--- src/rtl/l0_feeder.sv ---
// rtl/l0_feeder.sv - streams SRAM activation words into the L0 row FIFOs, then drains L0 into the array
module l0_feeder #(
  parameter int row     = 8,
  parameter int bw      = 4,
  parameter int addr_bw = 11
) (
  input  logic                   clk,
  input  logic                   reset,
  input  logic                   start,
  input  logic [addr_bw-1:0]     base_addr,
  input  logic [6:0]             len,
  output logic                   sram_cen,
  output logic [addr_bw-1:0]     sram_addr,
  input  logic [row*bw-1:0]      sram_dout,
  output logic [row*bw-1:0]      l0_in,
  output logic                   l0_wr,
  input  logic                   l0_full,
  output logic                   l0_rd,
  input  logic                   drain_en,
  output logic                   busy,
  output logic                   done
);

  typedef enum logic [1:0] {IDLE, LOAD, DRAIN, DONE} state_t;

  state_t               state, state_nx;
  logic [addr_bw-1:0]   base_q, addr_q;
  logic [6:0]           len_q, issued, written, drained;
  logic                 pend, skid_vld;
  logic [row*bw-1:0]    skid_data;
  logic                 issue, wr_skid, wr_direct, to_skid, rd;

  always_comb begin
    // a word returning while L0 is full parks in the skid; no new read until it drains
    issue     = (state == LOAD) && (issued < len_q) && !l0_full && !skid_vld;
    wr_skid   = skid_vld && !l0_full;
    wr_direct = pend && !skid_vld && !l0_full;
    to_skid   = pend && l0_full;
    rd        = (state == DRAIN) && (drained < len_q) && drain_en;

    sram_cen  = !issue;
    sram_addr = issue ? (base_q + addr_bw'(issued)) : addr_q;
    l0_wr     = wr_skid || wr_direct;
    l0_in     = wr_skid ? skid_data : (wr_direct ? sram_dout : '0);
    l0_rd     = rd;
    busy      = (state != IDLE);
    done      = (state == DONE);

    state_nx = state;
    case (state)
      IDLE:  if (start) state_nx = (len == 7'd0) ? DONE : LOAD;
      LOAD:  if ((written + {6'd0, l0_wr}) == len_q) state_nx = DRAIN;
      DRAIN: if ((drained + {6'd0, rd}) == len_q) state_nx = DONE;
      DONE:  state_nx = IDLE;
      default: state_nx = IDLE;
    endcase
  end

  always_ff @(posedge clk) begin
    if (reset) begin
      state     <= IDLE;
      base_q    <= '0;
      addr_q    <= '0;
      len_q     <= '0;
      issued    <= '0;
      written   <= '0;
      drained   <= '0;
      pend      <= 1'b0;
      skid_vld  <= 1'b0;
      skid_data <= '0;
    end else begin
      state <= state_nx;
      pend  <= issue;
      if (issue) begin
        issued <= issued + 7'd1;
        addr_q <= sram_addr;
      end
      if (l0_wr) written <= written + 7'd1;
      if (rd) drained <= drained + 7'd1;
      if (to_skid) begin
        skid_vld  <= 1'b1;
        skid_data <= sram_dout;
      end else if (wr_skid) begin
        skid_vld <= 1'b0;
      end
      if (state == IDLE && start) begin
        base_q  <= base_addr;
        len_q   <= len;
        issued  <= '0;
        written <= '0;
        drained <= '0;
      end
    end
  end

endmodule

--- config.mk ---
export PLATFORM = sky130hd
export DESIGN_NAME = l0_feeder
export DESIGN_NICKNAME = d
export VERILOG_FILES = /design/src/rtl/l0_feeder.sv
export SDC_FILE = /design/constraint.sdc
export NUM_CORES = 1
export LEC_CHECK = 0
export ABC_AREA = 1
export BUFFER_PORTS_ARGS = -buffer_cell sky130_fd_sc_hd__buf_2
export CAP_MARGIN = 20
export CORE_ASPECT_RATIO = 0.8
export CORE_MARGIN = 5
export CORE_UTILIZATION = 40
export DETAILED_ROUTE_END_ITERATION = 10
export PLACE_DENSITY = 0.74
export SLEW_MARGIN = 30
export SYNTH_ARGS = -nofsm -noshare
export SYNTH_HDL_FRONTEND = slang
export SYNTH_SLANG_ARGS = --single-unit
export TNS_END_PERCENT = 30
--- constraint.sdc ---
create_clock -name clk -period 2.7 [get_ports clk]
set_clock_uncertainty 0.05 [all_clocks]
set_input_delay 0.675 -clock clk [delete_from_list [all_inputs] [get_ports clk]]
set_output_delay 0.675 -clock clk [all_outputs]
set_load 0.02 [all_outputs]
======== After elaboration in Yosys (flattened, before gate mapping) ========
Index checks and enable logic that the tools add are counted.
storage, ports and cells
  bits in registers ....................... 86
  input port bits ......................... 55
  output and inout port bits .............. 48
  logic and storage cells ................. 56
cells by class
  add/subtract/negate cells ............... 6
  magnitude comparators ................... 2
  eq/ne operators ......................... 8
  muxes and demuxes ....................... 10
  reduce and logical (&&, ||, !) cells .... 20
operators by type and width
  kind                                                 count
  two-way mux 32 bit                                   2
  adder 7 x 1 -> 7 bit, second input constant          3
  adder 7 x 1 -> 7 bit                                 2
  equality test 7 bit                                  2
  < comparator 7 bit                                   2
  adder 11 x 7 -> 11 bit                               1
  two-way mux 11 bit                                   1
  logical AND 1 bit                                    10
  two-way mux 2 bit                                    4
  case mux 2 bit (4 select lines)                      1
  logical NOT 7 bit                                    1
  equality test 2 bit, second input constant           2
  != test 2 x 1 -> 1 bit, second input constant        2
  nonzero test 2 bit                                   2
  logical NOT 1 bit                                    3
  AND reduction 3 bit                                  1
  equality test 2 x 1 -> 1 bit, second input constant  1
  logical NOT 2 bit                                    1
  two-way mux 1 bit                                    2
  != test 2 bit, second input constant                 1
  OR reduction 2 bit                                   1
  logical OR 1 bit                                     1

======== Logic depth before layout (Yosys ltp) ========
  depth in word-level cells ............... 8
  mapped depth ............................ 23
  depth with buffers taken out ............ 23

======== Least setup slack after synthesis ========
No wires, ideal clock.
  path kind ............................... reg2reg
  from .................................... register len_q[2]
  to ...................................... register state[1]
  setup time .............................. 64 ps
  data arrival time ....................... 2,559 ps
  data required time ...................... 2,586 ps
  path slack .............................. 27 ps
  cell stages (with the launch flop) ...... 24
  path buffers ............................ 0
  period minus slack after synthesis ...... 2,673 ps
  cells stage by stage .................... dfxtp_1 -> inv_1 -> ha_1 -> a21oi_1 -> nand2_1 -> nand3_1 -> nand2_1 -> nand3_1 -> nand2_1 -> inv_2 -> ha_1 -> ha_1 -> nand3_2 -> nor2_2 -> inv_1 -> nand2_1 -> nand2_1 -> nor2_1 -> nand2_1 -> nand2_1 -> nand2_1 -> nor2_2 -> nor2_1 -> nor2_1
on the way
  word-level cells in the longest chain between the ends .. 7
  elaborated cells on any way between the ends .. 9
  those cells by class .................... add/sub (1); order compare (1); eq/ne (4); reduce/logical (3)
ends and longest elaborated chain
  what                              RTL line  text
  start: declaration                28        logic [6:0] len_q, issued, written, drained;
  start signal: assignment          88        len_q <= len;
  < comparator 7 bit                39        rd = (state == DRAIN) && (drained < len_q) && drain_en;
  logical AND 1 bit (2 in series)   39
  named net l0_rd                   18        output logic l0_rd,
  adder 7 x 1 -> 7 bit              53        DRAIN: if ((drained + {6'd0, rd}) == len_q) state_nx = DONE;
  equality test 7 bit               53
  != test 2 x 1 -> 1 bit (no line)  --
  AND reduction 3 bit (no line)     --
  end signal: assignment            72        state <= state_nx;
  end: declaration                  26        state_t state, state_nx;
The timed path passes the listed nets, and every way through them passes these cells.
A chain may end at the register's enable or synchronous reset.

======== Final worst setup path ========
  from .................................... register base_q[0]
  to ...................................... output port sram_addr[8]
on the way
  word-level cells in the longest chain between the ends .. 2
ends and longest elaborated chain
  what                      RTL line  text
  start: declaration        27        logic [addr_bw-1:0] base_q, addr_q;
  start signal: assignment  87        base_q <= base_addr;
  adder 11 x 7 -> 11 bit    42        sram_addr = issue ? (base_q + addr_bw'(issued)) : addr_q;
  two-way mux 11 bit        42
  end: declaration          13        output logic [addr_bw-1:0] sram_addr,
Every way passes these cells.

==> summary.md <==
| Metric | Value |
|---|---|
| Outcome | complete, but fails checks |
| Failing checks | setup timing |
| DRC violation count after routing | 0 |
| Critical path capture point type | primary output |
| CTS Sinks | between 80 and 90 |
| Worst EP required | just under 2 ns |
| Final std cell area, no fill | ~6500 sq um |
| Unrepaired setup endpoints after global routing | yes |
| Max clock buf depth | 2 |
| Post-CTS Hold Buffers | 0 |
| Routed wire per std cell | approximately 14 um |
| Number of rows in the core area | 36 |
| Max-slew headroom at the worst pin | roughly half |
| Dominant synthesized flop cell | dfxtp_1 |
| Area overhead of the layout relative to synthesis | 34.29% |
| Largest cells by area after synthesis | dfxtp_1 (36%), nand2_1 (11%), nor2_1 (9.1%) |
| Pre-CTS setup slack | -0.05582 ns |
| Arr. time, crit path | approximately 2.1 ns |
| Biggest fanout along the worst timing path | 3 |
| Global-route total usage across every layer | about 18% |
| Pin count of the biggest net entering global routing | 33 |
| Leakage power total | roughly 3.1 nW |
| Leading cell type in the layout, fill and taps excluded | nand2_1 |
| Non-filler instance count after layout | 992 |
| Netlist area before placement | just under 5000 sq um |
| Total overflow reported by the global router | 0 |
| Clock insertion delay at the later pin of the skew report | 0.34 ns |
| Count of H-tree levels built during CTS | 3 |
| Clock tree from TritonCTS | built |
| Type of element launching the critical path | register |
| Die area | between 10000 and 15000 sq um |
| Initial antenna violation count | 0 |
| Number of iterations in the first detailed-routing pass | 5 |
| Async SR Flop Fraction | 0% |
| Number of flops mapped to enable cells by yosys | 0 |
| DRC violation total after the first TritonRoute iteration | roughly 300 |
| Final-report max-slew violation count | 0 |
| Cell taking the most area after synthesis | dfxtp_1 |
| Nets | slightly above 900 |
| Worst Slack Setup Final | -0.1148 ns |
| Via total after detailed routing | between 5000 and 6000 |
| Number of placed I/O pins | around 100 |
| Post-synthesis net count | 782 |
| Number of global-route vias before repair | approximately 4600 |
| Warning count from the yosys run | 0 |
| Sequential area share after synthesis | roughly 36% |
| Cell Area, Placed | around 5700 sq um |
| Power density of the placed cells | 702.2 nW/um^2 |
| Wirelength, routed | approximately 14 mm |
| Unique cell type count in the Yosys netlist | 38 |
| Flip-flop and latch count after synthesis | between 80 and 90 |
| Synthesized netlist cell count | 695 |
| DRT antenna net count | 0 |
| Worst Setup Path Type | register to primary output |
| Top cell type's share of synthesized area | 35.50% |
| Clock buffers created by TritonCTS | 9 |
| Finish-stage setup viols | 11 |
| Total inserted antenna cells | 0 |
| Maximum clock frequency | 355.3 MHz |
| Horizontal die dimension | about 130 um |
| Maxcap violations | 0 |
| Area of the placeable core | 12030 sq um |
| Number of input and output port buffers inserted | 102 |
| Worst IR drop on VDD | 334.4 uV |
| Clock root buffer | clkbuf_16 |
| Most frequent cells in the layout | nand2_1 (132), nor2_1 (114), buf_2 (91) |
| Tightest Pin Transition | between 0.7 and 0.8 ns |
| Gpl congestion | 0.9557 |
| Share of cells above drive strength 1 | approximately 28% |
| Number of hold violations in the final report | 0 |
| Synthesized area per cell | roughly 7 sq um |
| Starting utilization of the core area | 40.32% |
| Fill cell total of the finished layout | around 1100 |
| Overall die height | around 110 um |
| Global-route wire length before repair | around 22 mm |
| Shortest period the worst path allows | between 2 and 3 ns |
| Via count normalized by instance count | about 5.0 |
| Cell count after placement | around 960 |
| Clock-pin transition on the worst setup and hold timing paths | around 0.070 ns |
| Final cycle utilization of the critical path | 104.3% |
| Post-DP HPWL | between 9 and 10 mm |
| Worst hold slack | 0.4199 ns |
| Classification of the worst-slack hold path | register to register |
| Total Negative Setup Slacks | -0.6470 ns |
-- where the power goes --
group | internal [mW] | switching (mW) | leakage (nW)
clock network | 0.761 | 0.547 | 0.156
logic | 0.740 | 0.988 | 2.20
registers | 1.43 | 0.111 | 0.703
total | 2.93 | 1.65 | 3.06
-- worst max-delay path: stages (launching register included) --
cell and delay, ns:
dfxtp_2 0.35, ha_4 0.15, inv_4 0.04, fa_2 0.34
inv_2 0.07, nand4_1 0.09, nand3_2 0.10, nand2_2 0.07
nand2_2 0.08, xor2_1 0.15, nand2_1 0.07, nand2_1 0.07
inv_1 0.05, buf_6 0.12
-- stage by stage --
stage	utilization, %	power [mW]
6_report	54.15	4.573
5_1_grt	54.15	4.865
4_1_cts	52.95	4.487
3_5_place_dp	47.37	2.938
3_3_place_gp	47.37	2.926
2_1_floorplan	-	2.502
-- cell type report --
type | instances | area, sq um | area share (%)
Multi-Input combinational cell | 512 | 2997 | 46.01
Clock inverter | 6 | 76.32 | 1.172
Timing Repair inverter | 1 | 6.256 | 0.09606
Inverter | 70 | 277.8 | 4.265
Sequential cell | 86 | 1739 | 26.71
Tap cell | 152 | 190.2 | 2.920
Timing Repair Buffer | 155 | 987.2 | 15.16
Clock buffer | 10 | 239.0 | 3.670
-- cell usage after synthesis, drive strengths merged, types with 7 or more instances --
cell type / n
inv: 68
nand2: 140
a22o: 32
xnor2: 7
nand3: 35
dfxtp: 86
nor3: 8
nor2: 121
ha: 31
clkbuf: 21
xor2: 8
a21oi: 43
o21ai: 66
-- path summary, 6_finish.rpt --
check,startpoint,end,slack [ns],depth (start not counted)
max,base_q[0]$_SDFFE_PP0P_,sram_addr[8],-0.11,13
max reg2reg,issued[1]$_SDFFE_PP0P_,addr_q[7]$_SDFFE_PP0P_,-0.07,19
min,addr_q[3]$_SDFFE_PP0P_,addr_q[3]$_SDFFE_PP0P_,0.42,2
min reg2reg,addr_q[3]$_SDFFE_PP0P_,addr_q[3]$_SDFFE_PP0P_,0.42,2
-- logic make-up (layout without fill, tap and decap cells) --
logic type / after synthesis / in the layout / share of synthesized area (%)
flip-flops: 86 / 86 / 35.50
adder cells (fa/ha/maj): 32 / 32 / 8.411
buffers and inverters: 97 / 242 / 8.075
AND/OR/NAND/NOR: 315 / 315 / 26.86
AO/OA/AOI/OAI: 150 / 150 / 18.45
XOR/XNOR: 15 / 15 / 2.709
-- repair_timing --
| item | CTS | global route |
|---|---|---|
| gates resized for setup | 58 | 26 |
| endpoints found under the setup margin | 15 | 16 |
| pin swaps | 14 | 25 |
| setup buffers | 16 | 4 |
| cloned | 1 | 0 |
-- layer usage --
metal  global-route usage (%)  routed length [um]
met5                        0                   0
met4                    4.626                 159
met3                    4.651                 739
met2                    30.36                6405
met1                    23.77                6367
-- sequential cells by signal, summed over array words and instances (netlist names) --
| signal | count |
|---|---|
| skid_data | 32 |
| addr_q | 11 |
| base_q | 11 |
| drained | 7 |
| issued | 7 |
| len_q | 7 |
| written | 7 |
| state | 2 |
| pend | 1 |
| skid_vld | 1 |
(Power assumes the default switching activity.)
